--- src/rtl/xfer_seq_if.sv ---
// xfer_seq_if: command handshake, main-bus arbitration and transfer-register
// strobe bundle for xfer_seq.
//   cmd_valid/cmd_op/cmd_ready : command handshake (cmd_op 3 bits)
//   abort                      : synchronous cancel of the running command
//   bus_req/bus_gnt            : main-bus request / grant
//   busy/done/err              : status; done and err are one-cycle pulses
//   assert_* / load_*          : active-low drive and load strobes
// modport slave is the sequencer side, modport master the requester side.
interface xfer_seq_if;
  logic       cmd_valid;
  logic [2:0] cmd_op;
  logic       cmd_ready;
  logic       abort;
  logic       bus_req;
  logic       bus_gnt;
  logic       busy;
  logic       done;
  logic       err;
  logic       assert_addr;
  logic       assert_xfer;
  logic       assertlow_main;
  logic       asserthigh_main;
  logic       load_xfer;
  logic       loadlow_main;
  logic       loadhigh_main;

  modport slave (
    input  cmd_valid, cmd_op, abort, bus_gnt,
    output cmd_ready, bus_req, busy, done, err,
           assert_addr, assert_xfer, assertlow_main, asserthigh_main,
           load_xfer, loadlow_main, loadhigh_main
  );

  modport master (
    output cmd_valid, cmd_op, abort, bus_gnt,
    input  cmd_ready, bus_req, busy, done, err,
           assert_addr, assert_xfer, assertlow_main, asserthigh_main,
           load_xfer, loadlow_main, loadhigh_main
  );
endinterface

--- src/rtl/xfer_seq.sv ---
// xfer_seq: command sequencer producing active-low strobes for a transfer
// register. Main-bus commands (LOAD_MAIN16/STORE_MAIN16) request the bus,
// wait for grant, then run a low-byte phase and a high-byte phase. Transfer
// and address commands run a single phase. Each phase lasts HOLD_CYCLES
// clocks (1..15).
// Ports:
//   clk   : rising-edge clock
//   reset : asynchronous active-low reset
//   bus   : xfer_seq_if.slave (handshake, arbitration, status, strobes)
module xfer_seq #(
  parameter int unsigned HOLD_CYCLES = 1
) (
  input logic       clk,
  input logic       reset,
  xfer_seq_if.slave bus
);

  typedef enum logic [2:0] {
    IDLE     = 3'd0,
    WAIT_GNT = 3'd1,
    PH_A     = 3'd2,
    PH_B     = 3'd3,
    DONE     = 3'd4
  } state_e;

  typedef enum logic [2:0] {
    OP_NOP          = 3'd0,
    OP_LOAD_MAIN16  = 3'd1,
    OP_STORE_MAIN16 = 3'd2,
    OP_LOAD_XFER    = 3'd3,
    OP_DRIVE_XFER   = 3'd4,
    OP_DRIVE_ADDR   = 3'd5
  } op_e;

  // Strobe bit positions inside the packed strobe vector.
  localparam int unsigned SB_ADDR   = 6;
  localparam int unsigned SB_XFER   = 5;
  localparam int unsigned SB_ALOW   = 4;
  localparam int unsigned SB_AHIGH  = 3;
  localparam int unsigned SB_LXFER  = 2;
  localparam int unsigned SB_LLOW   = 1;
  localparam int unsigned SB_LHIGH  = 0;

  localparam logic [3:0] HOLD_M1 = 4'(HOLD_CYCLES - 1);

  state_e     r_state, w_state_nxt;
  logic [2:0] r_op, w_op_nxt;
  logic [3:0] r_cnt;
  logic [6:0] r_strb_n, w_strb_n;
  logic       r_bus_req, w_bus_req;
  logic       r_done, w_done;
  logic       r_err, w_err;
  logic       w_accept;
  logic       w_main_nxt;
  logic       w_main_cur;
  logic       w_entry;

  assign w_accept   = (r_state == IDLE) && bus.cmd_valid;
  assign w_op_nxt   = w_accept ? bus.cmd_op : r_op;
  assign w_main_cur = (r_op == OP_LOAD_MAIN16) || (r_op == OP_STORE_MAIN16);
  assign w_main_nxt = (w_op_nxt == OP_LOAD_MAIN16) || (w_op_nxt == OP_STORE_MAIN16);
  assign w_entry    = ((w_state_nxt == PH_A) && (r_state != PH_A)) ||
                      ((w_state_nxt == PH_B) && (r_state != PH_B));

  // State register; outputs are registered from next-state values so each
  // strobe changes in the same cycle the state it belongs to is entered.
  always_ff @(posedge clk or negedge reset) begin
    if (!reset) begin
      r_state   <= IDLE;
      r_op      <= '0;
      r_cnt     <= '0;
      r_strb_n  <= '1;
      r_bus_req <= 1'b0;
      r_done    <= 1'b0;
      r_err     <= 1'b0;
    end else begin
      r_state   <= w_state_nxt;
      r_op      <= w_op_nxt;
      r_strb_n  <= w_strb_n;
      r_bus_req <= w_bus_req;
      r_done    <= w_done;
      r_err     <= w_err;
      if (w_entry)
        r_cnt <= HOLD_M1;
      else if ((w_state_nxt == PH_A) || (w_state_nxt == PH_B))
        r_cnt <= r_cnt - 4'd1;
      else
        r_cnt <= '0;
    end
  end

  // Next-state logic; abort outranks grant and phase expiry.
  always_comb begin
    w_state_nxt = r_state;
    unique case (r_state)
      IDLE: begin
        if (bus.cmd_valid) begin
          case (bus.cmd_op)
            OP_LOAD_MAIN16, OP_STORE_MAIN16:           w_state_nxt = WAIT_GNT;
            OP_LOAD_XFER, OP_DRIVE_XFER, OP_DRIVE_ADDR: w_state_nxt = PH_A;
            default:                                    w_state_nxt = DONE;
          endcase
        end
      end
      WAIT_GNT: begin
        if (bus.abort)        w_state_nxt = IDLE;
        else if (bus.bus_gnt) w_state_nxt = PH_A;
      end
      PH_A: begin
        if (bus.abort)          w_state_nxt = IDLE;
        else if (r_cnt == 4'd0) w_state_nxt = w_main_cur ? PH_B : DONE;
      end
      PH_B: begin
        if (bus.abort)          w_state_nxt = IDLE;
        else if (r_cnt == 4'd0) w_state_nxt = DONE;
      end
      DONE:    w_state_nxt = IDLE;
      default: w_state_nxt = IDLE;
    endcase
  end

  // Output decode of the upcoming state; at most one strobe bit is cleared.
  always_comb begin
    w_strb_n  = '1;
    w_bus_req = 1'b0;
    w_done    = 1'b0;
    w_err     = 1'b0;
    case (w_state_nxt)
      WAIT_GNT: w_bus_req = w_main_nxt;
      PH_A: begin
        w_bus_req = w_main_nxt;
        case (w_op_nxt)
          OP_LOAD_MAIN16:  w_strb_n[SB_LLOW]  = 1'b0;
          OP_STORE_MAIN16: w_strb_n[SB_ALOW]  = 1'b0;
          OP_LOAD_XFER:    w_strb_n[SB_LXFER] = 1'b0;
          OP_DRIVE_XFER:   w_strb_n[SB_XFER]  = 1'b0;
          OP_DRIVE_ADDR:   w_strb_n[SB_ADDR]  = 1'b0;
          default: ;
        endcase
      end
      PH_B: begin
        w_bus_req = w_main_nxt;
        case (w_op_nxt)
          OP_LOAD_MAIN16:  w_strb_n[SB_LHIGH] = 1'b0;
          OP_STORE_MAIN16: w_strb_n[SB_AHIGH] = 1'b0;
          default: ;
        endcase
      end
      DONE: begin
        w_done = 1'b1;
        w_err  = (w_op_nxt[2:1] == 2'b11);
      end
      default: ;
    endcase
  end

  assign bus.cmd_ready       = (r_state == IDLE);
  assign bus.busy            = (r_state != IDLE);
  assign bus.bus_req         = r_bus_req;
  assign bus.done            = r_done;
  assign bus.err             = r_err;
  assign bus.assert_addr     = r_strb_n[SB_ADDR];
  assign bus.assert_xfer     = r_strb_n[SB_XFER];
  assign bus.assertlow_main  = r_strb_n[SB_ALOW];
  assign bus.asserthigh_main = r_strb_n[SB_AHIGH];
  assign bus.load_xfer       = r_strb_n[SB_LXFER];
  assign bus.loadlow_main    = r_strb_n[SB_LLOW];
  assign bus.loadhigh_main   = r_strb_n[SB_LHIGH];

endmodule

--- src/flat_wrapper.sv ---
// flat-port wrapper written by rule: the top's interface ports become plain ports
module xfer_seq_flat 
#(
  parameter int unsigned HOLD_CYCLES = 1
)
  (clk, reset, bus_cmd_valid, bus_cmd_op, bus_abort, bus_bus_gnt, bus_cmd_ready, bus_bus_req, bus_busy, bus_done, bus_err, bus_assert_addr, bus_assert_xfer, bus_assertlow_main, bus_asserthigh_main, bus_load_xfer, bus_loadlow_main, bus_loadhigh_main);
  xfer_seq_if bus_i ();
  input logic clk;
  input logic reset;
  input wire logic [$bits(bus_i.cmd_valid)-1:0] bus_cmd_valid;
  input wire logic [$bits(bus_i.cmd_op)-1:0] bus_cmd_op;
  input wire logic [$bits(bus_i.abort)-1:0] bus_abort;
  input wire logic [$bits(bus_i.bus_gnt)-1:0] bus_bus_gnt;
  output wire logic [$bits(bus_i.cmd_ready)-1:0] bus_cmd_ready;
  output wire logic [$bits(bus_i.bus_req)-1:0] bus_bus_req;
  output wire logic [$bits(bus_i.busy)-1:0] bus_busy;
  output wire logic [$bits(bus_i.done)-1:0] bus_done;
  output wire logic [$bits(bus_i.err)-1:0] bus_err;
  output wire logic [$bits(bus_i.assert_addr)-1:0] bus_assert_addr;
  output wire logic [$bits(bus_i.assert_xfer)-1:0] bus_assert_xfer;
  output wire logic [$bits(bus_i.assertlow_main)-1:0] bus_assertlow_main;
  output wire logic [$bits(bus_i.asserthigh_main)-1:0] bus_asserthigh_main;
  output wire logic [$bits(bus_i.load_xfer)-1:0] bus_load_xfer;
  output wire logic [$bits(bus_i.loadlow_main)-1:0] bus_loadlow_main;
  output wire logic [$bits(bus_i.loadhigh_main)-1:0] bus_loadhigh_main;
  assign bus_i.cmd_valid = bus_cmd_valid;
  assign bus_i.cmd_op = bus_cmd_op;
  assign bus_i.abort = bus_abort;
  assign bus_i.bus_gnt = bus_bus_gnt;
  assign bus_cmd_ready = bus_i.cmd_ready;
  assign bus_bus_req = bus_i.bus_req;
  assign bus_busy = bus_i.busy;
  assign bus_done = bus_i.done;
  assign bus_err = bus_i.err;
  assign bus_assert_addr = bus_i.assert_addr;
  assign bus_assert_xfer = bus_i.assert_xfer;
  assign bus_assertlow_main = bus_i.assertlow_main;
  assign bus_asserthigh_main = bus_i.asserthigh_main;
  assign bus_load_xfer = bus_i.load_xfer;
  assign bus_loadlow_main = bus_i.loadlow_main;
  assign bus_loadhigh_main = bus_i.loadhigh_main;
  xfer_seq #(.HOLD_CYCLES(HOLD_CYCLES)) u_core (.clk(clk), .reset(reset), .bus(bus_i));
endmodule
--- config.mk ---
export PLATFORM = sky130hd
export DESIGN_NAME = xfer_seq_flat
export DESIGN_NICKNAME = d
export VERILOG_FILES = /design/src/rtl/xfer_seq_if.sv /design/src/rtl/xfer_seq.sv /design/src/flat_wrapper.sv
export SDC_FILE = /design/constraint.sdc
export NUM_CORES = 1
export LEC_CHECK = 0
export BUFFER_PORTS_ARGS = -buffer_cell sky130_fd_sc_hd__buf_2
export CAP_MARGIN = 15
export CORE_MARGIN = 4
export CORE_UTILIZATION = 45
export DETAILED_ROUTE_END_ITERATION = 8
export HOLD_SLACK_MARGIN = 0.15
export PLACE_DENSITY = 0.68
export SETUP_SLACK_MARGIN = 0.3
export SLEW_MARGIN = 5
export SYNTH_ARGS = -nofsm -noshare
export SYNTH_HDL_FRONTEND = slang
export SYNTH_SLANG_ARGS = --single-unit
--- constraint.sdc ---
create_clock -name clk -period 4 [get_ports clk]
set_clock_uncertainty 0.15 [all_clocks]
set_input_delay 0.2 -clock clk [delete_from_list [all_inputs] [get_ports clk]]
set_output_delay 0.2 -clock clk [all_outputs]
set_load 0.05 [all_outputs]
==> results of run 1 <==
[per-layer routing]
layer,part of all wire,vias to the layer above,track usage,wire length [um]
li1,-,342,-,-
met1,0.42,327,0.184,819
met2,0.51,18,0.259,989
met3,0.064,2,0.0490,124
met4,0.0087,0,0.0622,17
met5,0,-,0,0
[kinds of logic after synthesis]
group           share of synthesized area
compound gates                     0.0989
simple gates                        0.219
mux                                0.0365
flops                               0.530
xor+xnor                           0.0456
buf+inv                            0.0443
fa+ha+maj                          0.0260
[power breakdown]
part / internal [mW] / leakage (nW) / switching [mW]
Clock: 0.101 / 0.0279 / 0.0620
Combinational: 0.0797 / 0.281 / 0.163
Sequential: 0.232 / 0.246 / 0.0269
[worst max-delay path by stage]
| stage | cells after the start | endpoint | slack [ps] |
|---|---|---|---|
| 3_5_place_dp | 5 | u_core.r_strb_n[6] | 1770 |
| 5_1_grt | 5 | u_core.r_strb_n[6] | 1620 |
| 6_report | 5 | u_core.r_strb_n[6] | 1740 |
| 4_1_cts | 5 | u_core.r_strb_n[6] | 1740 |
| 2_1_floorplan | 6 | u_core.r_strb_n[5] | 2030 |
| 3_3_place_gp | 5 | u_core.r_strb_n[5] | 1870 |
[cells in the mapped netlist]
cell type  instances  area share
and2_1             2       0.013
a221o_1            1       0.010
a32o_1             1       0.010
nand4_1            3       0.020
mux2i_2            1       0.014
dfstp_2            7        0.19
mux2_2             1       0.012
mux2i_1            1       0.010
nand3b_1           1      0.0078
inv_1              7       0.027
o31ai_1            1      0.0078
nor3b_2            1       0.013
a2111oi_2          1       0.016
nor2_1             7       0.027
or3b_1             1      0.0091
nor3_1             4       0.021
xor2_1             1      0.0091
nand2_1            2      0.0078
o21ai_0            1      0.0052
o21ai_1            1      0.0052
o21a_2             1      0.0091
or3b_4             1       0.012
nor4b_4            2       0.049
inv_2              3       0.012
a21o_1             1      0.0078
buf_2              1      0.0052
xnor2_1            4       0.036
dfrtp_1           13        0.34
nor4b_1            1      0.0091
o2111a_1           1       0.012
a211o_2            1       0.010
nand3_1            3       0.016
nor3b_1            1      0.0078
ha_1               2       0.026
a21oi_1            1      0.0052
or3_1              1      0.0065
[state kept, by name, summed over array words and instances, names as in the netlist]
signal / count
u_core.r_cnt: 4
u_core.r_strb_n: 7
u_core.bus.err: 1
u_core.r_state: 3
u_core.bus.done: 1
u_core.r_op: 3
u_core.bus.bus_req: 1
[worst max-delay path, delay by kind of cell (launching register included)]
family	cells	cell delay, ps
simple gates	2	620
compound gates	1	360
buf+inv	1	90
flops	1	520
mux	1	440
[what timing repair did]
action	4_1_cts	5_1_grt
setup buffers	0	0
endpoints found under the hold margin	28	0
hold buffers	5	0
resized for setup	0	0
[cell type report]
type	count	share of cell area
Sequential cell	20	0.429
Multi-Input combinational cell	51	0.345
Timing Repair Buffer	24	0.122
Inverter	10	0.0316
Tap cell	27	0.0285
Clock inverter	1	0.0253
Clock buffer	3	0.0190
[through the flow]
step / power (mW) / instance area [um2] / hold WS (ps) / instances / util
3_3_place_gp: 0.496 / 1080 / 13.3 / 127 / 0.542
3_5_place_dp: 0.500 / 1080 / 23.3 / 127 / 0.542
5_1_grt: 0.699 / 1190 / 219 / 136 / 0.593
2_1_floorplan: 0.445 / 961 / -246 / 82 / -
4_1_cts: 0.668 / 1190 / 224 / 136 / 0.593
6_report: 0.665 / 1190 / 207 / 136 / 0.593
==> results.toml, run 1 <==
[run_status]
status = "finished, final reports clean"

[synthesis]
syn_inst = 82
syn_avg_cell_area_um2 = 11.7
synth_fp_nets = 92
ys_types = 36
ys_ff_latch = 20
syn_area_um2 = 961
synth-seq-area-share = 0.530
yosysWarnings = 0

[floorplanning]
die-area_um2 = 2940
dieHeight_um = 54.2
initial_core_util = 0.480
row_count = 16
die_w_um = 54.2
core_um2 = 2000
ioPinCount = 20

[sta]
setup_viol = 0
setup_tns_ps = 0
tightestPinTransition_ps = 450
rsz0062_at_grt = "no"
finalWorstSetupSlack_ps = 1740
drv_slew = 0
min_period_ps = 2260
finalCritPeriodShare = 0.564
hold_violations = 0
fmax_mhz = 443
slew_headroom = 0.699

[grt]
grt_start_max_net_pins = 21
grt_overflow = 0
grt_pass1_wl_mm = 3.18
grtUsageTotal = 0.155
antenna_found_initial = 0
grt_pass1_vias = 695

[worst_hold_path]
hold_class = "primary input to async pin"

[setup_path]
worstSetupStartpoint = "u_core.r_state[0]"
r2r_start = "u_core.r_state[0]"
worstPathCellList = "nor4b_4 -> mux2i_2 -> inv_2 -> a2111oi_2 -> nand4_1"
cp-start-kind = "register"
cp-end-kind = "register"
r2r_setup_slack_ps = 1740
cpPeakStageDelay_ps = 520
crit_arrival_ps = 2320
reg2reg_depth = 5
cp_slowest_cell = "dfrtp_1"
r2r_end = "u_core.r_strb_n[6]"
path_class = "register to register"
cp_max_fo = 9
required_ps = 4070

[layout]
num_antenna_cells = 0
nNetsFinal = 120
fill_cells = 172
final_cell_mix = "buf_2 (19), dfrtp_1 (13), inv_1 (7), nor2_1 (7), dfstp_2 (7)"
multiInputGateArea_um2 = 409
syn2layout_area_growth_pct = 23.6
final_common_cell = "buf_2"
drive_gt1_frac = 0.385
regArea_um2 = 509

[place]
pre_cts_slack_ps = 1770
place.port_buffers = 19
dp_hpwl_mm = 1.45
globalplace.congestion = 0.758

[drt]
routedWlPerCell_um = 14.3
ant_nets = 0
vias = 689
first_iter_violations = 17
first_pass_iters = 4
avgViaCountPerCell = 5.07
wl_mm = 1.95
route.detailed.drc = 0

[clock_network]
cts_max_path_buffers = 2
cts_made_buffers = 3
clock-sinks = 20
cts_tree = "built"
worstSkewPairLatency_ps = 300
clockRootBuffer = "clkbuf_4"
clkTransAtPathRegs_ps = 110
cts_max_level = 1

[flow_run]
drv_cap = 0

[power]
cellPowerDensity_nw_per_um2 = 560
irDropWorstVdd_uv = 506
p_leak_nw = 0.554
(Power assumes the default switching activity.)
==> run 2: changes to the inputs <==
--- a/config.mk
+++ b/config.mk
@@ -5,13 +5,14 @@
 export SDC_FILE = /design/constraint.sdc
 export NUM_CORES = 1
 export LEC_CHECK = 0
+export ABC_AREA = 1
 export BUFFER_PORTS_ARGS = -buffer_cell sky130_fd_sc_hd__buf_2
 export CAP_MARGIN = 15
 export CORE_MARGIN = 4
 export CORE_UTILIZATION = 45
 export DETAILED_ROUTE_END_ITERATION = 8
 export HOLD_SLACK_MARGIN = 0.15
-export PLACE_DENSITY = 0.68
+export PLACE_DENSITY = 0.67
 export SETUP_SLACK_MARGIN = 0.3
 export SLEW_MARGIN = 5
 export SYNTH_ARGS = -nofsm -noshare
==> constraint.sdc (replaced) <==
create_clock -name clk -period 2.1 [get_ports clk]
set_clock_uncertainty 0.15 [all_clocks]
set_input_delay 0.105 -clock clk [delete_from_list [all_inputs] [get_ports clk]]
set_output_delay 0.105 -clock clk [all_outputs]
set_load 0.05 [all_outputs]
==> run 2 against run 1 <==
  * Synthesized cell count is 60% higher
  * Die area is 11% higher
  * Setup slack worse by 1300 ps
  * Critical path type unchanged
  * Design area is 11% higher
  * Largest power group is now combinational cells
  * Largest cell class unchanged
  * Combinational power grew to 4.5 times the previous value
==> results.toml, run 2 <==
[sta]
drv_slew = 0
setup_tns_ps = 0
min_period_ps = 1620
finalCritPeriodShare = 0.772
finalWorstSetupSlack_ps = 478
rsz0062_at_grt = "no"
slew_headroom = 0.585
fmax_mhz = 617
setup_viol = 0
hold_violations = 0
tightestPinTransition_ps = 620

[synthesis]
ys_types = 25
synth_area_leaders = "dfrtp_1 (30%), dfstp_2 (17%), nand2_1 (12%), inv_1 (6.2%), nand4_1 (4.6%)"
ys.flop_type = "dfrtp_1"
synth_fp_nets = 141
syn_area_um2 = 1080
syn_inst = 131
synth-edff-count = 0
async_flop_share = 1.00
syn_avg_cell_area_um2 = 8.27
yosysTopAreaCell = "dfrtp_1"
yosysMostFrequentCell = "nand2_1"
synth_common_cells = "nand2_1 (35), inv_1 (18), dfrtp_1 (13), nor2_1 (10), nand4_1 (8)"
yosysWarnings = 0
ys_ff_latch = 20
synth-seq-area-share = 0.470
synth_top_area_frac = 0.300

[layout]
syn2layout_area_growth_pct = 21.4
num_antenna_cells = 0
fill_cells = 199
nNetsFinal = 171
final_cell_mix = "nand2_1 (35), buf_2 (19), inv_1 (18)"
top_regs = "u_core.r_strb_n x7, u_core.r_cnt x4"
largest_register = "u_core.r_strb_n"
final_common_cell = "nand2_1"
stdcell_area_um2 = 1320
largest_register_ffs = 7
drive_gt1_frac = 0.288

[setup_path]
crit_arrival_ps = 1690
cp-start-kind = "register"
cp_max_fo = 13
required_ps = 2170
path_class = "register to register"
cp-end-kind = "register"

[clock_network]
cts.repair.resized = 0
postCtsSetupBuffers = 0
clkTransAtPathRegs_ps = 110
cts_made_buffers = 3
clockRootBuffer = "clkbuf_4"
clock-sinks = 20
ctsHoldBuffers = 8
worstSkewPairLatency_ps = 300
cts_max_level = 1
cts_max_path_buffers = 2
cts_tree = "built"

[drt]
wl_mm = 2.24
first_iter_violations = 20
vias = 928
first_pass_iters = 4
avgViaCountPerCell = 4.94
ant_nets = 0
route.detailed.drc = 0
routedWlPerCell_um = 11.9

[place]
pre_cts_slack_ps = 504
globalplace.congestion = 0.862
place.port_buffers = 19
dp_hpwl_mm = 1.75
postPlaceCellArea_um2 = 1200

[run_status]
status = "finished, final reports clean"

[power]
irDropWorstVdd_uv = 807
cellPowerDensity_nw_per_um2 = 1450
p_leak_nw = 0.675

[flow_run]
drv_cap = 0

[grt]
antenna_found_initial = 0
grt_start_max_net_pins = 14
grtUsageTotal = 0.152
grt_pass1_vias = 935
grt_pass1_wl_mm = 3.89
grt_overflow = 0

[floorplanning]
row_count = 17
ioPinCount = 20
dieHeight_um = 57.1
initial_core_util = 0.481
core_um2 = 2250
die_w_um = 57.1
die-area_um2 = 3260

[worst_hold_path]
hold_class = "primary input to async pin"
run 2: cell types whose count changed after synthesis, moves of 4 or more:
cell     previous run  this run
nand2_1             2        35
inv_1               7        18
nand4_1             3         8
o21ai_2             0         5
nand3_1             3         7
run 2: critical path, cell delays in order (launching register included):
cell and delay (ps):
dfrtp_1 440, nor2_4 180, nand3_4 190, o21ai_2 280, nand2_1 90, nor2_1 110
nand4_1 100
run 2: logic make-up after synthesis:
kind of cell    Yosys count  share of synthesized area
simple gates             75                      0.331
buf+inv                  22                     0.0831
flops                    20                      0.470
compound gates           10                     0.0762
xor+xnor                  2                     0.0162
fa+ha+maj                 2                     0.0231
run 2: per-stage QoR:
stage	std cells	utilization	total power [mW]	hold WS, ps
final	188	0.583	1.91	225
after CTS	188	0.583	1.93	229
after global placement	176	0.532	1.66	-80.1
after floorplan	131	-	1.49	-341
after detailed placement	176	0.532	1.69	-70.9
after global routing	188	0.583	2.07	244
run 2: layout make-up:
class / count / area (um2) / area share
clock buffer: 4 / 36.3 / 0.0276
inverter: 20 / 75.1 / 0.0571
multi-input combinational: 89 / 484 / 0.368
sequential: 20 / 509 / 0.387
tap: 28 / 35.0 / 0.0266
timing repair buffer: 27 / 175 / 0.133
run 2: power breakdown:
group	switching [mW]	total, mW	internal (mW)
Clock	0.116	0.222	0.106
Combinational	0.779	1.10	0.323
Sequential	0.0817	0.587	0.505
run 2: layer usage:
metal	GRT usage	up-vias	wire, um	part of all wire
met3	0.0339	6	78	0.035
li1	-	474	-	-
met5	0	-	0	0
met2	0.251	14	1150	0.51
met4	0.0728	0	42	0.019
met1	0.186	434	975	0.43
run 2: worst paths after layout:
| check | start | to | slack (ps) | depth (start not counted) |
|---|---|---|---|---|
| max | u_core.r_state[2] | u_core.r_strb_n[6] | 480 | 6 |
| min | reset | u_core.r_strb_n[0] | 230 | 2 |
| max reg2reg | u_core.r_state[2] | u_core.r_strb_n[6] | 480 | 6 |
| min reg2reg | u_core.r_cnt[0] | u_core.r_cnt[0] | 330 | 1 |
| max in group asynchronous | reset | u_core.r_state[0] | 520 | 3 |
| min in group clk | u_core.r_cnt[0] | u_core.r_cnt[0] | 330 | 1 |
==> run 3: changes to the inputs <==
==> constraint.sdc (replaced) <==
create_clock -name clk -period 1.7 [get_ports clk]
set_clock_uncertainty 0.15 [all_clocks]
set_input_delay 0.085 -clock clk [delete_from_list [all_inputs] [get_ports clk]]
set_output_delay 0.085 -clock clk [all_outputs]
set_load 0.05 [all_outputs]
==> run 3 against run 2 <==
  * Hold slack worse by 150 ps
  * Die area unchanged
  * Combinational power up 70%
  * Total power up 51%
  * Clock power up 23%
  * Largest power group unchanged
  * Cell count up 3.2%
  * Core utilization up 7.0 points
  * Sequential cell count unchanged
  * Sequential power up 24%
  * Clock-buffer cell count unchanged
==> results.toml, run 3 (synthesis results as in run 2) <==
[power]
pwr-share-seq = 0.253
cellPowerDensity_nw_per_um2 = 1950
intPower_mw = 1.43
swShare = 0.503
irDropWorstVdd_uv = 1160
power.share.clock = 0.095
power_switching_mw = 1.45
p_leak_nw = 0.720
pwr-share-comb = 0.652

[clock_network]
cts_tree = "built"
cts_max_level = 1
cts_made_buffers = 3
cts_max_path_buffers = 2
worstSkewPairLatency_ps = 300
clkTransAtPathRegs_ps = 110
clockRootBuffer = "clkbuf_4"
clock-sinks = 20
ctsHoldBuffers = 6

[grt]
grtUsageTotal = 0.168
antenna_found_initial = 0
grt_busiest_layer = "met2"
grt_util_met3 = 0.0430
met2_usage = 0.294
grt_pass1_vias = 1019
grt_overflow = 0
use_met1 = 0.199
grt_pass1_wl_mm = 4.35
grt_start_max_net_pins = 21

[setup_path]
cp_slowest_cell = "dfrtp_1"
cp-end-kind = "register"
r2r_setup_slack_ps = 130
critPathBufInv = 0
crit_arrival_ps = 1650
reg2reg_depth = 6
worstPathCellList = "nor2_4 -> nand3_4 -> o21ai_2 -> nand2_2 -> nor2_1 -> nand4_1"
cp_top_family = "simple AND/OR/NAND/NOR gates"
cp_max_fo = 7
required_ps = 1780
cpPeakStageDelay_ps = 440
path_class = "register to register"
r2r_end = "u_core.r_strb_n[2]"
r2r_start = "u_core.r_state[1]"
cp-start-kind = "register"

[drt]
first_iter_violations = 21
vias = 980
ant_nets = 0
first_pass_iters = 4
avgViaCountPerCell = 5.05
route.detailed.drc = 0
routedWlPerCell_um = 13.2
wl_mm = 2.55

[layout]
final_common_cell = "nand2_1"
final_cell_mix = "nand2_1 (31), buf_2 (17), inv_1 (13)"
largest_register_ffs = 7
fill_cells = 193
top_regs = "u_core.r_strb_n x7, u_core.r_cnt x4"
syn2layout_area_growth_pct = 36.0
num_antenna_cells = 0
largest_register = "u_core.r_strb_n"
drive_gt1_frac = 0.428
nNetsFinal = 177

[sta]
hold_slack_ps = 76.6
fmax_mhz = 635
drv_slew = 0
rsz0062_at_grt = "yes"
tightestPinTransition_ps = 447
min_period_ps = 1570
setup_viol = 0
hold_violations = 0
slew_headroom = 0.702
setup_tns_ps = 0
finalCritPeriodShare = 0.926

[floorplanning]
core_um2 = 2250
row_count = 17
die_w_um = 57.1
ioPinCount = 20
dieHeight_um = 57.1
initial_core_util = 0.481
die-area_um2 = 3260

[worst_hold_path]
hold_depth = 3
hold_start = "bus_cmd_valid"
min_to = "u_core.r_op[0]"
hold_class = "primary input to register"

[flow_run]
drv_cap = 0

[place]
place.port_buffers = 19
dp_hpwl_mm = 1.66
globalplace.congestion = 0.945

[run_status]
status = "finished, final reports clean"
run 3: through the flow:
step,instances,power [mW],util,setup slack (ps),instance area (um2)
2_1_floorplan,131,1.86,-,222,1090
3_3_place_gp,176,2.08,0.534,105,1200
3_5_place_dp,176,2.11,0.534,94.2,1200
5_1_grt,194,3.09,0.654,4.62,1470
6_report,194,2.88,0.654,126,1470
4_1_cts,192,2.73,0.633,134,1430
run 3: timing repair:
item	4_1_cts	5_1_grt
hold endpoints to repair	36	4
endpoints found under the setup margin	18	20
cloned	1	0
resized for setup	21	10
pin swaps	10	5
setup buffers	5	2
run 3: final cells by class:
cell class                      instances  area [um2]  share of cell area
Clock buffer                            4        36.3              0.0246
Sequential cell                        20         510               0.346
Multi-Input combinational cell         90         583               0.396
Tap cell                               28        35.0              0.0238
Timing Repair Buffer                   32         228               0.154
Inverter                               20        81.3              0.0552
run 3: routing by layer:
layer,wire length [um],share of wire
met1,1070,0.42
met2,1350,0.53
met3,88,0.034
met4,51,0.020
met5,0,0
run 3: how the worst max path moves through the flow:
stage                       from                  to  cells past startpoint
6_report       u_core.r_state[1]  u_core.r_strb_n[2]                      6
5_1_grt        u_core.r_state[1]  u_core.bus.bus_req                      7
4_1_cts        u_core.r_state[2]  u_core.r_strb_n[1]                      6
3_5_place_dp   u_core.r_state[1]  u_core.r_strb_n[1]                      6
3_3_place_gp   u_core.r_state[1]  u_core.r_strb_n[1]                      6
2_1_floorplan  u_core.r_state[1]  u_core.r_strb_n[4]                      7
run 3: power groups by stage:
stage          registers, mW  logic, mW  clock network [mW]
3_3_place_gp           0.729       1.35                   0
6_report               0.729       1.87               0.274
4_1_cts                0.723       1.72               0.284
5_1_grt                0.742       2.04               0.301
2_1_floorplan          0.844       1.02                   0
3_5_place_dp           0.735       1.37                   0
run 3: worst reg2reg max path, delay by kind of cell (launching register included):
kind | cells | cell delay (ps)
simple gates | 5 | 660
flops | 1 | 440
compound gates | 1 | 260
